<file path="src/rtl/mult_pkg.sv">
// Shared types and constants for the 8-bit signed add-shift multiplier.
// The width is fixed by the 9-bit adder stage this control block feeds.
package mult_pkg;

   localparam int unsigned N_BITS    = 8;
   localparam logic [2:0]  LAST_ITER = 3'd7;

   typedef enum logic [1:0] {
      IDLE,
      ADD,
      SHIFT,
      HOLD
   } state_t;

endpackage

</file>
<file path="src/rtl/mult_shift_ctrl.sv">
// Control and register stage of the signed add-shift multiplier: holds X/A/B/S,
// feeds the external 9-bit adder, and sequences 8 add/shift iterations.
module mult_shift_ctrl
   import mult_pkg::*;
(
   input  logic              Clk,
   input  logic              Reset_n,
   input  logic              Run,
   input  logic              ClearA_LoadB,
   input  logic [N_BITS-1:0] Sw,
   input  logic [N_BITS-1:0] A_new,
   input  logic              X_in,
   output logic [N_BITS-1:0] Add_A,
   output logic [N_BITS-1:0] Add_S,
   output logic [N_BITS-1:0] Aval,
   output logic [N_BITS-1:0] Bval,
   output logic              Xval,
   output logic              Busy,
   output logic              Done
);

   localparam logic [N_BITS-1:0] MOST_NEG = {1'b1, {(N_BITS-1){1'b0}}};

   state_t            state;
   logic [2:0]        cnt;
   logic              x;
   logic [N_BITS-1:0] a;
   logic [N_BITS-1:0] b;
   logic [N_BITS-1:0] s;
   logic              last_iter;

   assign last_iter = (cnt == LAST_ITER);

   // The sign bit of B carries negative weight, so the final step subtracts S.
   assign Add_S = last_iter ? (~s + N_BITS'(1)) : s;
   assign Add_A = a;
   assign Aval  = a;
   assign Bval  = b;
   assign Xval  = x;

   always_ff @(posedge Clk or negedge Reset_n) begin
      if (!Reset_n) begin
         state <= IDLE;
         cnt   <= '0;
         x     <= 1'b0;
         a     <= '0;
         b     <= '0;
         s     <= '0;
         Busy  <= 1'b0;
         Done  <= 1'b0;
      end else begin
         case (state)
            IDLE: begin
               if (ClearA_LoadB) begin
                  x <= 1'b0;
                  a <= '0;
                  b <= Sw;
               end else if (Run) begin
                  s     <= Sw;
                  x     <= 1'b0;
                  a     <= '0;
                  cnt   <= '0;
                  state <= ADD;
                  Busy  <= 1'b1;
               end
            end
            ADD: begin
               if (b[0]) begin
                  a <= A_new;
                  // Negating -128 overflows the adder's sign extension; A+128 is never negative.
                  x <= (last_iter && s == MOST_NEG) ? 1'b0 : X_in;
               end
               state <= SHIFT;
            end
            SHIFT: begin
               a <= {x, a[N_BITS-1:1]};
               b <= {a[0], b[N_BITS-1:1]};
               if (last_iter) begin
                  state <= HOLD;
                  Busy  <= 1'b0;
                  Done  <= 1'b1;
               end else begin
                  cnt   <= cnt + 3'd1;
                  state <= ADD;
               end
            end
            HOLD: begin
               if (!Run) begin
                  state <= IDLE;
                  Done  <= 1'b0;
               end
            end
            default: begin
               state <= IDLE;
               Busy  <= 1'b0;
               Done  <= 1'b0;
            end
         endcase
      end
   end

endmodule

</file>
<file path="config.mk">
export PLATFORM = sky130hd
export DESIGN_NAME = mult_shift_ctrl
export DESIGN_NICKNAME = d
export VERILOG_FILES = /design/src/rtl/mult_pkg.sv /design/src/rtl/mult_shift_ctrl.sv
export SDC_FILE = /design/constraint.sdc
export NUM_CORES = 1
export LEC_CHECK = 0
export ABC_CLOCK_PERIOD_IN_PS = 4900
export CAP_MARGIN = 0
export CORE_MARGIN = 3
export CORE_UTILIZATION = 51
export DETAILED_ROUTE_END_ITERATION = 16
export PLACE_DENSITY = 0.87
export SLEW_MARGIN = 20
export SYNTH_ARGS = -nofsm -noshare
export SYNTH_HDL_FRONTEND = slang
export SYNTH_SLANG_ARGS = --single-unit
</file>
<file path="constraint.sdc">
create_clock -name Clk -period 4.9 [get_ports Clk]
set_input_delay 0.98 -clock Clk [delete_from_list [all_inputs] [get_ports Clk]]
set_output_delay 0.98 -clock Clk [all_outputs]
set_load 0.02 [all_outputs]
</file>
# Yosys cells after proc, flatten, opt, wreduce, memory -nomap -nowiden
# Index checks and enable logic that the tools add are counted.
# Widths: inputs -> output; s select.
# classes
eq_ne	13
n_addsub	2
bitwise	2
n_mux	28
n_reduce_logical	14
# op_table
cell	n
$mux 8	5
$pmux 8 s3	1
$pmux 8 s2	1
$reduce_and 3->1	5
$ne 2x2->1 const B	7
$mux 1	9
$mux 3	3
$add 8x1->8 const B	1
$eq 8x8->1 const B	1
$mux 2	4
$not 8->8	1
$pmux 2 s4	1
$reduce_and 4->1	2
$pmux 1 s2	3
$pmux 3 s2	1
$reduce_bool 2->1	3
$eq 2x2->1 const B	2
$add 3x1->3 const B	1
$eq 3x3->1 const B	1
$ne 3x3->1 const B	1
$reduce_bool 3->1	1
$eq 2x1->1 const B	1
$logic_not 2->1	1
$reduce_and 2->1	1
other kinds (2)	2
# totals
in_bits	21
out_inout_bits	35
reg_bits	32

# Longest topological paths before layout
# Gate-level depths: netlist (run 1).
# logic_depth
word_depth	5
mapped_depth	7

# Least setup slack after synthesis (run 1)
# OpenSTA, ideal clock, no wires.
# synth_path
path_type	register -> output
from	register cnt[0]
to	output port Add_S[4]
stages_incl_launch_ff	7
required_ns	3.920
arrival_time_ns	1.609
slack_ns	2.311
cell_sequence	dfrtp_1 > ha_1 > ha_1 > buf_2 > clkbuf_1 > o21ai_0 > xnor2_1
# synth_between
elab_chain_len	2
# synth_rtl
item	line_no	source
from (decl)	mult_shift_ctrl.sv:25	logic [2:0] cnt;
from (signal assigned)	mult_shift_ctrl.sv:83	cnt <= cnt + 3'd1;
$eq 3x3->1	mult_shift_ctrl.sv:32	assign last_iter = (cnt == LAST_ITER);
$mux 8	mult_shift_ctrl.sv:35	assign Add_S = last_iter ? (~s + N_BITS'(1)) : s;
to (decl)	mult_shift_ctrl.sv:14	output logic [N_BITS-1:0] Add_S,
# Every way passes these cells.

# Final worst setup path (run 1)
# Same ends and word-level chain as after synthesis.

==> results by group, run 1 <==
Clock tree
  • CTS Buf Count: 5
  • CTS hold repair buffers: 0
  • Post-CTS Setup Repair Bufs: 0
  • Clk buf depth: 2
  • Post-cts repair resize count: 0
  • Root buf cell: clkbuf_8
  • CTS Sinks: 32
  • Worst-path clk slew: ~0.060 ns
  • CTS tree: built
  • H-tree depth: 2
  • Worst-skew pair later-pin latency: 0.28 ns

Setup path
  • Setup CP Type: flop to primary output
  • Crit. End Element: primary output
  • Critical Path Max Stage Delay: 0.62 ns
  • Worst Path Max Fanout: 18
  • Worst path cell trace: ha_1, ha_1, o21ai_0, xnor2_1, clkdlybuf4s50_1
  • Critical path startpoint category: flop
  • CP required: ~3.9 ns
  • Max stage delay cell, worst path: clkdlybuf4s50_1
  • Crit path arrival time: around 2.4 ns
  • Cell mode on critical path: ha_1

Timing
  • Fin crit period: between 3 and 4 ns
  • Worst-Margin Slew: 0.879 ns
  • Skew final: between 0.005 and 0.006 ns
  • Final setup violation count: 0
  • Period utilisation layout: roughly two thirds
  • F_max: 0.297 GHz
  • Count of final hold-check violations: 0
  • RSZ-0062 raised after global routing: no
  • Final Max Tran Viols: 0
  • Final TNS setup: 0 ns
  • Slew HR: between 40% and 50%

Drt
  • Pre-antenna DRT Iters: 4
  • Via count: ~1600
  • Drt total wl: about 4.3 mm
  • DRC Markers: 0
  • Vias per Instance: between 5 and 6
  • Wire per inst: approximately 16 um
  • 1st-iter DRT viols: between 90 and 100
  • Final ANT Viol Nets: 0

Logic synthesis
  • Synth Register Bits: 32
  • EDFF count, synth: 0
  • Synth top cells by count: 32 x dfrtp_1, 16 x mux2_2, 11 x a221o_1, 11 x nand2b_1
  • Mean post-synth cell area: between 10 and 15 um^2
  • Post-synth cell types: 35
  • Synth Cell Area: about 0.0019 mm^2
  • Async set-reset flop share out of synthesis: between 90% and 100%
  • Post-synthesis sequential area ratio: between 40% and 50%
  • Yosys top cell by area: dfrtp_1
  • Synth top area share: between 40% and 50%
  • YS warnings: 0
  • Top FF cell, synth: dfrtp_1
  • Mapped Cells: roughly 180
  • Syn Nets: ~210
  • Top-count cell post-synth: dfrtp_1
  • Synth area leaders: dfrtp_1 42%, mux2_2 9.4%, a221o_1 5.8%

Die
  • Die area: between 0.004 and 0.005 mm^2
  • Die Height: just under 70 um
  • Initial Util: a little under three fifths
  • Rows: 21
  • Horiz. Die Dim: roughly 67 um
  • Core box area: about 0.0035 mm^2
  • Ports: 56

Final layout
  • Multi-input logic area: about 980 um^2
  • Synth-to-Final Area Change: 29.9%
  • Layout cells sized above 1: 11.1%
  • Flip-flop and latch area: around 800 um^2
  • Antenna fix cells: 0
  • Layout fillers: approximately 280
  • # nets final: roughly 260
  • Final instance area: between 0.002 and 0.0025 mm^2

Global route
  • Largest net degree at the start of global routing: 33
  • Remaining Overflow, GRT: 0
  • Gr usage total: between 20 and 25%
  • Initial antenna violation count: 0
  • GR Layer Usage met2: approximately a third
  • First-pass GRT wire length: roughly 7.5 mm
  • GRT met1 Usage: 30.5%
  • Busiest layer in global routing: met2
  • M3 GR Usage: between 5 and 6%
  • Vias in the first global route: between 1500 and 2000

Worst hold path
  • HP Class: flop to flop

Power and ir drop
  • Peak VDD IR: a little under 0.0004 V
  • PwrDens: between 600 and 700 mW/mm^2
  • Lkg Pwr: between 1 and 1.5 nW

Placed design
  • Routability-driven placement congestion ratio: between 0.8 and 0.9
  • HPWL after detailed placement: around 3.3 mm
  • Port Buffers: between 50 and 60
  • Placed Area: between 0.002 and 0.0025 mm^2

Outcome
  • Outcome: finished clean

Run
  • Max-cap violations: 0
[power breakdown]
part	leakage [nW]	switching (mW)	total (mW)	internal, mW
combinational	0.589	0.521	1.04	0.521
clock	0.0359	0.0824	0.174	0.0912
sequential	0.409	0.129	0.519	0.390
total	1.03	0.732	1.73	1.00
[cell type report]
class                   count  area share, %
multi-input cells         127           39.3
flip-flops and latches     32           32.2
repair buffers             56           22.5
clock buffers               5           2.77
well taps                  46           2.32
inverters                   6          0.906
[kinds of logic (layout without fill, tap and decap cells)]
logic type      Yosys count  after routing  synth area share, %
compound gates           45             45                 17.4
xor+xnor                  6              6                 2.75
fa+ha+maj                 8              8                 5.23
buf+inv                  25             67                 7.06
flops                    32             32                 41.9
mux                      17             17                 9.94
simple gates             51             51                 15.8
[layout by cell type, fill, tap and decap left out]
master	instances
a22oi_1	9
nor2_1	4
clkbuf_8	5
buf_4	1
nor2b_1	10
nor3b_2	1
a311oi_1	1
nand2b_1	11
a211oi_1	1
or4_1	1
a21boi_0	1
nand2_2	1
o21ai_0	5
o31ai_1	3
a221o_1	11
nor3_1	1
nand2_1	6
mux2_2	16
mux2i_1	1
clkdlybuf4s50_1	55
ha_1	8
and3_1	3
dfrtp_1	32
nor3_4	1
nor3b_1	2
a21oi_1	10
or3_1	1
a211o_1	1
inv_1	6
a2bb2oi_1	1
a21o_1	1
xnor2_1	6
nand3_1	9
o41ai_1	1
[per-stage QoR]
stage | hold WS, ns | util [%] | instances | setup WS [ns] | power, mW
after global routing | 0.556 | 71.6 | 272 | 1.34 | 1.87
after floorplan | 0.478 | - | 184 | 2.31 | 1.20
after global placement | 0.494 | 69.7 | 267 | 1.89 | 1.53
after detailed placement | 0.524 | 69.7 | 267 | 1.85 | 1.57
after CTS | 0.536 | 71.6 | 272 | 1.55 | 1.75
final | 0.530 | 71.6 | 272 | 1.54 | 1.73
[critical path, delay by kind of cell, from the launching register on]
kind	cells	cell delay [ns]
AOI/OAI and AO/OA	1	0.23
xor gates and xnor gates	1	0.18
adders and majority gates	2	0.69
buffers and inverters	1	0.62
DFF	1	0.39
[state kept, by name, indices dropped and copies added, names as in the netlist]
name / flops
Busy: 1
Done: 1
Bval: 8
s: 8
state: 2
Xval: 1
Add_A: 8
cnt: 3
[per-layer routing]
layer  up-vias  part of all wire (%)
met5         -                     0
met4         0                   1.4
met2        37                    50
met3         5                   3.9
met1       770                    45
li1        751                     -
[path summary, 6_finish.rpt]
kind | start | to | slack, ns | cells past startpoint
max in group asynchronous | Reset_n | s[7] | 3.51 | 2
min reg2reg | s[1] | s[1] | 0.53 | 1
min | s[1] | s[1] | 0.53 | 1
max reg2reg | state[1] | Bval[2] | 2.16 | 5
max | cnt[0] | Add_S[4] | 1.54 | 5
min in group asynchronous | Reset_n | Bval[1] | 1.09 | 2
Note: power is estimated with default switching activity, not from simulation.
==> run 2, diff against run 1 <==
--- a/config.mk
+++ b/config.mk
@@ -5,12 +5,12 @@
 export SDC_FILE = /design/constraint.sdc
 export NUM_CORES = 1
 export LEC_CHECK = 0
-export ABC_CLOCK_PERIOD_IN_PS = 4900
+export ABC_CLOCK_PERIOD_IN_PS = 3000
 export CAP_MARGIN = 0
 export CORE_MARGIN = 3
-export CORE_UTILIZATION = 51
+export CORE_UTILIZATION = 43
 export DETAILED_ROUTE_END_ITERATION = 16
-export PLACE_DENSITY = 0.87
+export PLACE_DENSITY = 0.79
 export SLEW_MARGIN = 20
 export SYNTH_ARGS = -nofsm -noshare
 export SYNTH_HDL_FRONTEND = slang
==> constraint.sdc (replaced) <==
create_clock -name Clk -period 3 [get_ports Clk]
set_input_delay 0.6 -clock Clk [delete_from_list [all_inputs] [get_ports Clk]]
set_output_delay 0.6 -clock Clk [all_outputs]
set_load 0.02 [all_outputs]
==> results by group, run 2 (same netlist as run 1, synthesis figures left out) <==
Outcome
  • Outcome: finished clean

Final layout
  • Finished Core Util: 61.4% (-10 points)
  • Final instance area: 0.00254 mm^2 (+2.4%)
  • Antenna fix cells: 0 (unchanged)
  • Commonest cells after routing, fill and taps aside: 55 x clkdlybuf4s50_1, 32 x dfrtp_1, 16 x mux2_2
  • Commonest non-fill, non-tap cell in the layout: clkdlybuf4s50_1
  • Layout cells sized above 1: 13.3% (+2.2 points)
  • # nets final: 261 (+1.6%)
  • Synth-to-Final Area Change: 33.0%

Drt
  • Final ANT Viol Nets: 0 (unchanged)
  • Drt total wl: 4.44 mm (+2.5%)
  • Pre-antenna DRT Iters: 4 (unchanged)
  • 1st-iter DRT viols: 56 (-40%)
  • Wire per inst: 15.7 um (-1.5%)
  • Via count: 1540 (-1.5%)
  • Vias per Instance: 5.44 (-5.3%)
  • DRC Markers: 0 (unchanged)

Global route
  • Initial antenna violation count: 0 (unchanged)
  • Gr usage total: 17.3% (-5.1 points)
  • First-pass GRT wire length: 7.09 mm (-5.6%)
  • Largest net degree at the start of global routing: 33 (unchanged)
  • Vias in the first global route: 1460 (-4.1%)
  • Remaining Overflow, GRT: 0 (unchanged)

Setup path
  • Crit path arrival time: 2.23 ns (-0.15 ns)
  • Crit. End Element: primary output
  • CP required: 2.40 ns (-1.52 ns)
  • Setup CP Type: flop to primary output
  • Critical path startpoint category: flop
  • Worst Path Max Fanout: 5 (-13)

Timing
  • Skew final: 0.00348 ns (-0.00235 ns)
  • Count of final hold-check violations: 0 (unchanged)
  • Fin crit period: 2.83 ns
  • Final Max Tran Viols: 0 (unchanged)
  • Period utilisation layout: a little over nine tenths
  • Final TNS setup: 0 ns (unchanged)
  • RSZ-0062 raised after global routing: no
  • Final setup violation count: 0 (unchanged)
  • F_max: roughly 0.35 GHz
  • Worst-Margin Slew: 0.651 ns (-0.228 ns)
  • Final WS setup: 0.167 ns (-1.37 ns)
  • Slew HR: 56.5% (+15 points)

Die
  • Initial Util: 46.2% (-9.0 points)
  • Rows: 23 (+9.5%)
  • Ports: 56 (unchanged)
  • Die Height: 72.7 um (+8.1%)
  • Horiz. Die Dim: 72.7 um (+8.1%)
  • Core box area: 0.00414 mm^2 (+19%)
  • Die area: 0.00529 mm^2 (+17%)

Placed design
  • HPWL after detailed placement: 3.33 mm (+0.60%)
  • Port Buffers: 55 (unchanged)
  • Placement Setup Slack: 0.319 ns (-1.53 ns)
  • Routability-driven placement congestion ratio: 0.822 (-0.35%)
  • Placed Area: 0.00245 mm^2 (+1.4%)

Run
  • Max-cap violations: 0 (unchanged)

Power and ir drop
  • PwrDens: 1140 mW/mm^2 (+64%)
  • Peak VDD IR: 0.000432 V (+9.8%)
  • Lkg Pwr: 1.06 nW (+2.6%)

Clock tree
  • Worst-path clk slew: 0.06 ns (about the same)
  • Post-CTS Setup Repair Bufs: 0 (unchanged)
  • CTS Sinks: 32 (unchanged)
  • CTS Buf Count: 5 (unchanged)
  • H-tree depth: 2 (unchanged)
  • Worst-skew pair later-pin latency: 0.29 ns (about the same)
  • Clk buf depth: 2 (unchanged)
  • Root buf cell: clkbuf_8
  • CTS tree: built

Worst hold path
  • HP Class: flop to flop
run 2: cell types whose count changed in the layout (fill, tap and decap cells not counted):
cell | previous run | this run
buf_4 | 1 | 5
clkbuf_1 | 0 | 2
clkbuf_8 | 5 | 6
ha_1 | 8 | 7
ha_2 | 0 | 1
run 2: timing repair:
action,CTS,global route
setup endpoints to repair,1,0
resized for setup,1,0
hold buffers,0,0
hold endpoints to repair,0,0
run 2: where the power goes:
group          leakage, nW  internal, mW  switching (mW)
clock               0.0455         0.187           0.156
combinational        0.606         0.869           0.845
sequential           0.409         0.636           0.212
run 2: cell type report:
cell class | instances | area (um^2)
clock buffer | 8 | 90.1
fill | 358 | 1600
inverter | 6 | 22.5
multi-input combinational | 127 | 980
sequential | 32 | 801
tap | 50 | 62.6
timing repair buffer | 60 | 588
run 2: final timing paths:
kind | from | end | slack, ns | cells past startpoint
worst max-delay path | s[4] | Add_S[7] | 0.17 | 4
worst min register to register | cnt[1] | cnt[1] | 0.52 | 1
max in group asynchronous | Reset_n | Add_A[4] | 1.98 | 2
min in group asynchronous | Reset_n | Bval[2] | 0.71 | 2
worst max register to register | state[0] | Add_A[3] | 0.96 | 6
worst min-delay path | cnt[1] | cnt[1] | 0.52 | 1
run 2: through the flow:
| step | hold WS [ns] | instances | power (mW) |
|---|---|---|---|
| after detailed placement | 0.502 | 275 | 2.57 |
| after global placement | 0.492 | 275 | 2.54 |
| after global routing | 0.531 | 283 | 3.10 |
| after CTS | 0.517 | 283 | 2.93 |
| final | 0.520 | 283 | 2.91 |
| after floorplan | 0.304 | 184 | 1.96 |
run 2: critical path, stage by stage (launching register included):
cell and delay, ns:
dfrtp_1 0.43, or4_1 0.54, o21ai_0 0.22, xnor2_1 0.14
clkdlybuf4s50_1 0.61
run 2: routing by layer:
| metal | share of wire (%) | GRT usage (%) | routed length (um) |
|---|---|---|---|
| met4 | 1.5 | 5.74 | 65 |
| met1 | 47 | 23.4 | 2070 |
| met5 | 0 | 0 | 0 |
| met3 | 3.9 | 4.55 | 174 |
| met2 | 48 | 26.9 | 2130 |
